===== config.mk =====
export PLATFORM = sky130hd
export DESIGN_NAME = debounce_sync
export DESIGN_NICKNAME = d
export VERILOG_FILES = /design/src/rtl/debounce_pkg.sv /design/src/rtl/debounce_sync_chain.sv /design/src/rtl/debounce_sync.sv
export SDC_FILE = /design/constraint.sdc
export NUM_CORES = 1
export LEC_CHECK = 0
export ABC_AREA = 1
export CORE_UTILIZATION = 40
export DETAILED_ROUTE_END_ITERATION = 10
export SLEW_MARGIN = 5
export SYNTH_ARGS = -nofsm -noshare
export SYNTH_HDL_FRONTEND = slang
export SYNTH_HIERARCHICAL = 1
export SYNTH_SLANG_ARGS = --single-unit

===== constraint.sdc =====
create_clock -name clk -period 3.48 [get_ports clk]
set_input_delay 0.696 -clock clk [delete_from_list [all_inputs] [get_ports clk]]
set_output_delay 0.696 -clock clk [all_outputs]
set_load 0.03 [all_outputs]

===== src/rtl/debounce_pkg.sv =====
// Shared types and defaults for the debounce_sync input conditioner.
package debounce_pkg;

   typedef enum logic [1:0] {
      STABLE_LO = 2'd0,
      WAIT_HI   = 2'd1,
      STABLE_HI = 2'd2,
      WAIT_LO   = 2'd3
   } state_t;

   localparam int   GLITCH_W          = 8;
   localparam int   DEF_SYNC_STAGES   = 2;
   localparam int   DEF_STABLE_CYCLES = 4;
   localparam logic DEF_RESET_LEVEL   = 1'b0;

   // Saturating increment so the debug counter sticks at all-ones.
   function automatic logic [GLITCH_W-1:0] sat_inc(input logic [GLITCH_W-1:0] v);
      return (v == {GLITCH_W{1'b1}}) ? v : v + 1'b1;
   endfunction

endpackage


===== src/rtl/debounce_sync_chain.sv =====
// Multi-flop synchronizer for one asynchronous bit; reusable for any async input.
module sync_chain #(
   parameter int   STAGES      = 2,
   parameter logic RESET_LEVEL = 1'b0
) (
   input  logic clk,
   input  logic reset,
   input  logic async_in,
   output logic sync_out
);

   logic [STAGES-1:0] q;

   always_ff @(posedge clk or posedge reset) begin
      if (reset) q <= {STAGES{RESET_LEVEL}};
      else       q <= {q[STAGES-2:0], async_in};
   end

   assign sync_out = q[STAGES-1];

endmodule


===== src/rtl/debounce_sync.sv =====
// Synchronizes and debounces a raw input; emits edge pulses and an abort counter.
//   state     | meaning
//   STABLE_LO | d_out = 0, watching for synced = 1
//   WAIT_HI   | qualifying a rise, cnt = consecutive 1 samples
//   STABLE_HI | d_out = 1, watching for synced = 0
//   WAIT_LO   | qualifying a fall, cnt = consecutive 0 samples
module debounce_sync
   import debounce_pkg::*;
#(
   parameter int   SYNC_STAGES   = DEF_SYNC_STAGES,
   parameter int   STABLE_CYCLES = DEF_STABLE_CYCLES,
   parameter logic RESET_LEVEL   = DEF_RESET_LEVEL
) (
   input  logic                clk,
   input  logic                reset,
   input  logic                raw_in,
   output logic                d_out,
   output logic                rise_pulse,
   output logic                fall_pulse,
   output logic                busy,
   output logic [GLITCH_W-1:0] glitch_count
);

   localparam int             CNT_W    = (STABLE_CYCLES > 1) ? $clog2(STABLE_CYCLES) : 1;
   localparam logic [CNT_W-1:0] CNT_LAST = CNT_W'(STABLE_CYCLES - 1);
   localparam state_t         RST_STATE = RESET_LEVEL ? STABLE_HI : STABLE_LO;

   logic                synced;
   state_t              state_q, state_d;
   logic [CNT_W-1:0]    cnt_q, cnt_d;
   logic                d_out_d, rise_d, fall_d;
   logic [GLITCH_W-1:0] glitch_d;

   sync_chain #(
      .STAGES      (SYNC_STAGES),
      .RESET_LEVEL (RESET_LEVEL)
   ) u_sync (
      .clk      (clk),
      .reset    (reset),
      .async_in (raw_in),
      .sync_out (synced)
   );

   always_ff @(posedge clk or posedge reset) begin
      if (reset) begin
         state_q      <= RST_STATE;
         cnt_q        <= '0;
         d_out        <= RESET_LEVEL;
         rise_pulse   <= 1'b0;
         fall_pulse   <= 1'b0;
         glitch_count <= '0;
      end else begin
         state_q      <= state_d;
         cnt_q        <= cnt_d;
         d_out        <= d_out_d;
         rise_pulse   <= rise_d;
         fall_pulse   <= fall_d;
         glitch_count <= glitch_d;
      end
   end

   // Outputs are computed one cycle ahead so the pulse lands with the new d_out.
   always_comb begin
      state_d  = state_q;
      cnt_d    = cnt_q;
      d_out_d  = d_out;
      rise_d   = 1'b0;
      fall_d   = 1'b0;
      glitch_d = glitch_count;
      case (state_q)
         STABLE_LO: begin
            if (synced) begin
               state_d = WAIT_HI;
               cnt_d   = CNT_W'(1);
            end
         end
         WAIT_HI: begin
            if (synced) begin
               if (cnt_q == CNT_LAST) begin
                  state_d = STABLE_HI;
                  d_out_d = 1'b1;
                  rise_d  = 1'b1;
                  cnt_d   = '0;
               end else begin
                  cnt_d = cnt_q + CNT_W'(1);
               end
            end else begin
               state_d  = STABLE_LO;
               cnt_d    = '0;
               glitch_d = sat_inc(glitch_count);
            end
         end
         STABLE_HI: begin
            if (!synced) begin
               state_d = WAIT_LO;
               cnt_d   = CNT_W'(1);
            end
         end
         WAIT_LO: begin
            if (!synced) begin
               if (cnt_q == CNT_LAST) begin
                  state_d = STABLE_LO;
                  d_out_d = 1'b0;
                  fall_d  = 1'b1;
                  cnt_d   = '0;
               end else begin
                  cnt_d = cnt_q + CNT_W'(1);
               end
            end else begin
               state_d  = STABLE_HI;
               cnt_d    = '0;
               glitch_d = sat_inc(glitch_count);
            end
         end
         default: begin
            state_d = RST_STATE;
            cnt_d   = '0;
         end
      endcase
   end

   assign busy = (state_q == WAIT_HI) || (state_q == WAIT_LO);

endmodule


Yosys cells after proc, flatten, opt, wreduce, memory -nomap -nowiden

Cells that the tools add are included.

Flip-flop bits (word level): 17
Logic and storage cells: 57
Output and inout bits: 12
Bits of input ports: 3

Equality and inequality tests: 15
Reductions and logical operators: 7
Mux-type cells: 26
Add/sub/neg operators: 2

Operators by type and width:

| cell                                          | number |
|---|---|
| 2-to-1 mux 8 bit                              | 3 |
| 2-to-1 mux 2 bit                              | 10 |
| one-hot mux 2 bit (4 select lines)            | 2 |
| one-hot mux 8 bit (2 select lines)            | 1 |
| != test 2 bit, second input constant          | 5 |
| 2-to-1 mux 1 bit                              | 9 |
| adder 8 x 1 -> 8 bit, second input constant   | 1 |
| == test 8 bit, second input constant          | 1 |
| == test 2 bit, second input constant          | 3 |
| != test 2 x 1 -> 1 bit, second input constant | 3 |
| AND reduction 5 bit                           | 1 |
| AND reduction 4 bit                           | 1 |
| != test 3 x 2 -> 1 bit, second input constant | 1 |
| != test 3 bit, second input constant          | 1 |
| AND reduction 3 bit                           | 1 |
| adder 2 x 1 -> 2 bit, second input constant   | 1 |
| == test 2 x 1 -> 1 bit, second input constant | 1 |
| logical NOT 2 bit                             | 1 |
| one-hot mux 1 bit (2 select lines)            | 1 |
| AND reduction 2 bit                           | 1 |
| nonzero test 2 bit                            | 1 |
| logical OR 1 bit                              | 1 |

Logic depth before layout (Yosys ltp)

Gate-level depths: netlist of the first run.

Depth in word-level cells: 4
Gate-level depth with buffers: 7
Gate-level depth less buffers: 7

Cells and area by module

Netlist of the first run, hierarchy kept.

Modules (own cells, without submodules):

| module        | cells an instance | instances | area an instance (µm²) | seq. area each (µm²) |
|---|---|---|---|---|
| debounce_sync | 101               | 1         | 782.0                  | 375.4 |
| sync_chain    | 3                 | 1         | 53.8                   | 50.0 |

Least setup slack after synthesis of the first run

No wires, ideal clock.

Kind: reg2reg
Start point: reg glitch_count[1]
End point: reg glitch_count[7]
Clock period less this slack: 1.414 ns
Cell stages (with the launch flop): 7
Data required time: 3.363 ns
Arrival: 1.297 ns
Buffers on the path: 0
Path slack: 2.066 ns
Library setup time: 0.117 ns
Path through: dfrtp_1 -> ha_1 -> nand3_2 -> nor2_1 -> nor2_4 -> nand2_1 -> nand2_1

Longest elaborated chain between the ends: 4
Elaborated cells on any way between the ends: 6
Classes of those cells: add/sub: 1; eq/ne: 1; mux: 4

RTL lines:

| element                                                      | RTL line                                  | source |
|---|---|---|
| start: declaration                                           | debounce_sync.sv:21                       | `output logic [GLITCH_W-1:0] glitch_count` |
| start signal: assignment                                     | debounce_sync.sv:58                       | `glitch_count <= glitch_d;` |
| adder 8 x 1 -> 8 bit / == test 8 bit (equally long branches) | debounce_pkg.sv:18                        | `return (v == {GLITCH_W{1'b1}}) ? v : v + 1'b1;` |
| 2-to-1 mux 8 bit *                                           | debounce_pkg.sv:18                        |  |
| 2-to-1 mux 8 bit (on tied branches)                          | debounce_sync.sv:100, debounce_sync.sv:78 |  |
| one-hot mux 8 bit (2 select lines) *                         | debounce_sync.sv:70                       | `case (state_q)` |

Mark *: on every way between the ends. The rest lies on a longest branch, timed or not. The select of a mux whose other input is x is not followed.
A chain may end at the register's enable or synchronous reset.

Final worst setup path of the first run

Start point: reg glitch_count[2]
End point: out glitch_count[2]

No word-level cell between the ends.

==> results of run 1 <==
layout make-up:
class,instances,area [um^2],share of cell area
Clock inverter,1,7.51,0.00725
Multi-Input combinational cell,72,354,0.342
Inverter,14,52.6,0.0507
Sequential cell,17,425,0.411
Timing Repair Buffer,14,140,0.135
Tap cell,27,33.8,0.0326
Clock buffer,3,22.5,0.0217
power by group through the flow:
stage,clock [mW],sequential [mW],combinational [mW]
floorplan,0,0.378,0.157
global placement,0,0.320,0.324
detailed placement,0,0.322,0.327
CTS,0.117,0.318,0.329
global route,0.124,0.328,0.363
finish,0.112,0.317,0.325
flip-flops by register name, indices dropped and copies added (netlist names), named ones only:
signal	cells
cnt_q	2
d_out	1
fall_pulse	1
glitch_count	8
rise_pulse	1
state_q	1
u_sync/q	2
final timing paths:
path / endpoint / depth (start not counted)
max: glitch_count[2] / 1
min: u_sync/q[1] / 0
max reg2reg: glitch_count[7] / 6
min reg2reg: u_sync/q[1] / 0
max in group asynchronous: glitch_count[2] / 2
min in group asynchronous: u_sync/q[0] / 2
synth_stat cells (all sizes together):
cell type / number / area (um^2)
a21oi: 2 / 10.0
clkbuf: 1 / 3.75
clkinv: 1 / 3.75
dfrtp: 17 / 425
ha: 2 / 25.0
inv: 13 / 48.8
nand2: 44 / 178
nand3: 6 / 45.0
nor2: 10 / 45.0
o21ai: 5 / 25.0
xnor2: 2 / 17.5
xor2: 1 / 8.76
per-layer routing:
metal	GRT usage	vias to the layer above	routed length, um
met5	0	-	0
met4	0.117	0	14
met3	0.0226	2	38
met2	0.227	12	747
met1	0.214	314	725
li1	-	352	-
kinds of logic (layout without fill, tap and decap cells):
kind of cell | Yosys count | after routing | synth area share
AOI/OAI and AO/OA | 7 | 7 | 0.0419
DFF | 17 | 17 | 0.509
buffers and inverters | 15 | 32 | 0.0674
and+or+nand+nor | 60 | 60 | 0.320
adders and majority gates | 2 | 2 | 0.0299
xor gates and xnor gates | 3 | 3 | 0.0314
==> results.md, run 1 <==
- The synthesized instance count is 104.
- The estimated wirelength of the detail-placed design is 1.09 mm.
- In this design, the largest share of critical-path delay is due to buffers and inverters.
- The warning count from the yosys run is 6.
- In this run the worst setup path begins at glitch_count[2].
- Buffers inserted to repair hold after CTS numbered 0.
- The synthesis-to-layout area growth is 24.0%.
- With fillers left out, the area of the finished cells amounts to 1040 um^2.
- Once the clock tree was built, the resizer swapped 0 gates to a different size.
- The post-CTS setup buffer count is 0.
- The per-instance average area after synthesis is about 8 um^2.
- Across all register-to-register paths, the minimum setup slack is roughly 2.1 ns.
- The count of buffering cells on the critical path with inverters included is 1.
- The post-detailed-routing wire length is 1.53 mm.
- Across the VDD grid, the largest voltage drop is approximately 360 uV.
- After routing, the total negative slack on setup checks comes to 0 ns.
- The total clock buffers created by CTS is 3.
- Of the total power, the clock network draws 0.149.
- The full die area is around 2300 um^2.
- The clock drives 17 sinks.
- The worst register-to-register path begins at glitch_count[0].
- The pre-antenna-repair detailed-routing pass consisted of 4 iterations.
- Traced cell by cell, the critical path runs through clkdlybuf4s50_1.
- The share of cells above drive strength 1 is 0.107.
- The post-layout minimum cycle time is 2.18 ns.
- The via density per instance is 4.59.
- The analysis attributes to cell leakage a power of between 0.5 and 0.6 nW.
- The buffer type at the clock tree root is sky130_fd_sc_hd__clkbuf_4.
- At the end of the flow the core is filled with cells to 0.528.
- Setup repair after global routing left no endpoint under its margin.
- The post-detailed-route count of antenna-violating nets is 0.
- Of the total power, combinational logic draws 0.431.
- The I/O pin total is 15.
- In the finished design, the share of the clock period the worst path needs comes to 0.627.
- In the global route stage, overall resource usage came out at 0.158.
- The peak per-stage delay on the critical path is 0.72 ns.
- Dividing total power by cell area gives a power density of 728 nW/um^2.
- Hold is met by 0.374 ns.
- The effective utilization at floorplan is 0.426.
- For this run, the post-layout net count is 127.
- STA classifies the critical path endpoint as an output port.
- The arrival time at the worst endpoint is 1.49 ns.
- The die span in y is 47.7 um.
- The distinct cell type count after synthesis is 17.
- Counting along the longest clock path gives a buffer depth of 2.
- In the layout the commonest cells are 41 x sky130_fd_sc_hd__nand2_1, 17 x sky130_fd_sc_hd__dfrtp_1, 14 x sky130_fd_sc_hd__clkdlybuf4s50_1.
- The cell type of the slowest stage on the worst timing path is sky130_fd_sc_hd__clkdlybuf4s50_1.
- The reported net switching power is 326 uW.
- The total number of H-tree levels is 1.
- The final hold violation count was 0.
- At the end of routability-driven placement, the weighted congestion stood at slightly below 0.8.
- The floorplan step defined a core boundary enclosing 1960 um^2.
- The category of the critical setup timing path is reg -> out.
- The antenna diode count is 0.
- Along the worst path, the maximum fanout reaches 7.
- The post-synthesis instance area is 836 um^2.
- The total of max-cap violations is 0.
- The worst slack at placement is 1.63 ns.
- Timing would allow up to 458 MHz.
- The detailed router finished its first iteration with 10 violations.
- The clock tree skew after final layout is 0.00355 ns.
- The max-slew violation count was 0.
- The vias after detailed routing is 680.
- The layout has between 200 and 250 filler cells.
- The count of non-filler cells in the finished layout is 148.
- The part of the power in registers is 0.421.
- The clock tree from TritonCTS is yes.
- After clock tree synthesis, the clock-pin slew on the worst setup and hold paths is about 0.11 ns.
- The count of input and output buffers is 14.
- The width of the die is 47.7 um.
- The classification of the worst-slack hold path is reg -> reg.
- Headroom to the max-slew limit came out at 0.602.
- The synthesis-stage register bit count is 17.
- The internal power of the cells is 428 uW.
- The maximum number of pins on one net before global-route repair is 16.
- The design draws 754 uW.
- The share of the Yosys chip area taken by registers is 0.509.
- The insertion delay of the later-clocked pin in the worst-skew pair is 0.30 ns.
- After layout, the worst setup slack is approximately 1.3 ns.
- Once placement finished, the instance area stood at 1010 um^2.
- The total DRC errors in the routed layout is 0.
- The initial antenna violation count is 0.
- The average wire length per cell after detail routing is 10.3 um.
- The floorplan has 16 rows.
- At the worst endpoint, the required time is 2.78 ns.
- The net count after synthesis is 109.
- The source of the worst hold timing path is u_sync/q[0].
- The first global-routing pass estimated 2.39 mm of wire.
- The run finished with clean final reports.
- Setup violations remaining at the end of the flow were counted as 0.
- The placed cell count is 144.
- The net switching share of the total power is 0.432.
- The number of global-route vias before repair is about 550.
- The library cell used most frequently in the layout, excluding fill and tap cells, is sky130_fd_sc_hd__nand2_1.
- The transition at the pin with the smallest max-transition slack is 0.596 ns.
- The sort of element at the start of the critical path is a flop.
- The total overflow reported by the global router is 0.
Power figures use the tool's default switching activity.
==> run 2, diff against run 1 <==
clock period = 2.2 ns   (was 3.48 ns; I/O delays follow)
==> results.md, run 2 (same netlist as run 1, synthesis figures left out) <==
- The run finished with clean final reports.
- The kind of capture point of the worst setup path is an output port.
- The buffer type at the clock tree root is sky130_fd_sc_hd__clkbuf_4.
- The final total power came to 1.20 mW (+59%).
- The maximum fanout along the worst path is 7 (unchanged).
- The count of input and output buffers came to 14 (unchanged).
- The power per cell area is 1160 nW/um^2 (+59%).
- The estimated wirelength of the detail-placed design is 1.09 mm (-0.62%).
- The total overflow reported by the global router is 0 (unchanged).
- The post-CTS setup buffer count was 0 (unchanged).
- The clock period could shrink to 1.95 ns.
- The total number of H-tree levels is 1 (unchanged).
- The full die area is 2280 um^2 (unchanged).
- The via density per instance is 4.51 (-1.8%).
- The antenna diode count is 0 (unchanged).
- The arrival time at the worst endpoint came to 1.51 ns (+0.02 ns).
- The total of max-cap violations is 0 (unchanged).
- The top cell types in the final layout, fill and taps aside, are 41 x sky130_fd_sc_hd__nand2_1, 17 x sky130_fd_sc_hd__dfrtp_1, 14 x sky130_fd_sc_hd__clkdlybuf4s50_1.
- Setup repair after global routing left no endpoint under its margin.
- The number of buffers on the longest clock path is 2 (unchanged).
- The placed cell count is 144 (unchanged).
- The path depth of the worst reg2reg path is 6 (unchanged).
- The startpoint of the worst register-to-register path is glitch_count[0].
- The classification of the worst-slack hold path is in -> async.
- The transition at the pin with the smallest max-transition slack is 0.603 ns (+0.00695 ns).
- The post-detailed-routing wire length came to 1.52 mm (-0.59%).
- The final number of setup-violating endpoints came to 0 (unchanged).
- The clock tree from TritonCTS is yes.
- The post-CTS resize count is 0 (unchanged).
- The average wire length per cell after detail routing is 10.3 um (-0.59%).
- The clock sink total is 17 (unchanged).
- The final net count is 127 (unchanged).
- The launch point of the worst path is glitch_count[2].
- The all-layer global routing usage is 0.155 (-0.00312).
- The post-detailed-route count of antenna-violating nets is 0 (unchanged).
- The number of cells on the critical path came to 1 (unchanged).
- The synthesis-to-layout area growth was 24.0% (unchanged).
- The cell class contributing the biggest share of worst-path delay is buffers and inverters.
- The initial antenna violation count is 0 (unchanged).
- The slack of the worst reg-to-reg path is 0.83 ns (-1.29 ns).
- The clock tree skew after final layout was 0.00152 ns (-0.00202 ns).
- The max-slew violation count is 0 (unchanged).
- The number of hold buffers added after CTS came to 0 (unchanged).
- The vias after detailed routing is 668 (-1.8%).
- The largest individual stage delay along the critical path comes from the cell sky130_fd_sc_hd__clkdlybuf4s50_1.
- The row count is 16 (unchanged).
- The die span in y came to 47.7 um (unchanged).
- The share of cells above drive strength 1 was 0.107 (unchanged).
- The static leakage is 0.520 nW (unchanged).
- The relative slew slack is 0.598 (-0.00464).
- The effective utilization at floorplan is 0.426 (unchanged).
- The number of DRC markers in iteration 0 is 9 (-1).
- The global placer's final weighted congestion is 0.776 (unchanged).
- The insertion delay of the later-clocked pin in the worst-skew pair is 0.30 ns (about the same).
- The area of the placeable core is 1960 um^2 (unchanged).
- The width of the die was 47.7 um (unchanged).
- The flip-flop count of the largest register after layout was 8 (unchanged).
- The global-route wire length before repair is 2.35 mm (-1.5%).
- The sort of element at the start of the critical path is a flop.
- The I/O pin total was 15 (unchanged).
- In the final layout, the registers with the most flip-flops are glitch_count (8), cnt_q (2), u_sync/q (2).
- The total DRC errors in the routed layout is 0 (unchanged).
- The worst setup path is of the reg -> out kind.
- The total clock buffers created by CTS is 3 (unchanged).
- For this run, the top clock speed supported by timing is 513 MHz.
- glitch_count holds more flip-flops than any other register.
- The count of non-filler cells in the finished layout is 148 (unchanged).
- The number of global-route vias before repair is 542 (-0.73%).
- The hold slack was 0.301 ns (-0.0733 ns).
- Walking the worst path, the cells encountered are clkdlybuf4s50_1.
- The data required time of the critical path is 1.76 ns (-1.02 ns).
- The peak per-stage delay on the critical path is 0.72 ns (about the same).
- The first-pass detailed-route iteration total is 4 (unchanged).
- The library cell used most frequently in the layout, excluding fill and tap cells, is sky130_fd_sc_hd__nand2_1.
- The worst-case vdd ir drop came to 584 uV (+60%).
- The aggregate negative setup slack is 0 ns (unchanged).
- The maximum number of pins on one net before global-route repair came to 16 (unchanged).
- The count of buffering cells on the critical path with inverters included is 1 (unchanged).
- Dividing the final minimum period by the clock period gives 0.885.
- The final hold violation count is 0 (unchanged).
- The capturing point of the worst reg2reg path is glitch_count[3].
- The clock-pin slew on the worst setup and hold paths is 0.11 ns (about the same).
[run 2: final cells by class]
type / count / area (um^2)
flip-flops and latches: 17 / 425
repair buffers: 14 / 140
multi-input cells: 72 / 354
clock buffers: 3 / 22.5
clock inverters: 1 / 7.51
well taps: 27 / 33.8
inverters: 14 / 52.6
fillers: 206 / 926
[run 2: how the worst max path moves through the flow]
stage	endpoint	slack, ns
detailed placement	glitch_count[2]	0.60
CTS	glitch_count[2]	0.26
floorplan	glitch_count[7]	0.79
finish	glitch_count[2]	0.25
global route	glitch_count[2]	0.21
global placement	glitch_count[2]	0.62
[run 2: per-stage QoR]
| stage | worst slack [ns] | utilization | instance area (um^2) |
|---|---|---|---|
| 4_1_cts | 0.256 | 0.528 | 1040 |
| 3_3_place_gp | 0.616 | 0.513 | 1010 |
| 6_report | 0.252 | 0.528 | 1040 |
| 3_5_place_dp | 0.603 | 0.513 | 1010 |
| 2_1_floorplan | 0.786 | - | 836 |
| 5_1_grt | 0.206 | 0.528 | 1040 |
[run 2: routing by layer]
| metal | routed length, um | GRT usage | up-vias |
|---|---|---|---|
| li1 | - | - | 351 |
| met1 | 754 | 0.221 | 301 |
| met2 | 676 | 0.216 | 11 |
| met3 | 44 | 0.0226 | 5 |
| met4 | 42 | 0.100 | 0 |
| met5 | 0 | 0 | - |
[run 2: report_power, final]
group,switching (mW),internal (mW)
Combinational,0.306,0.208
Clock,0.111,0.0693
Sequential,0.104,0.401
Total,0.520,0.678
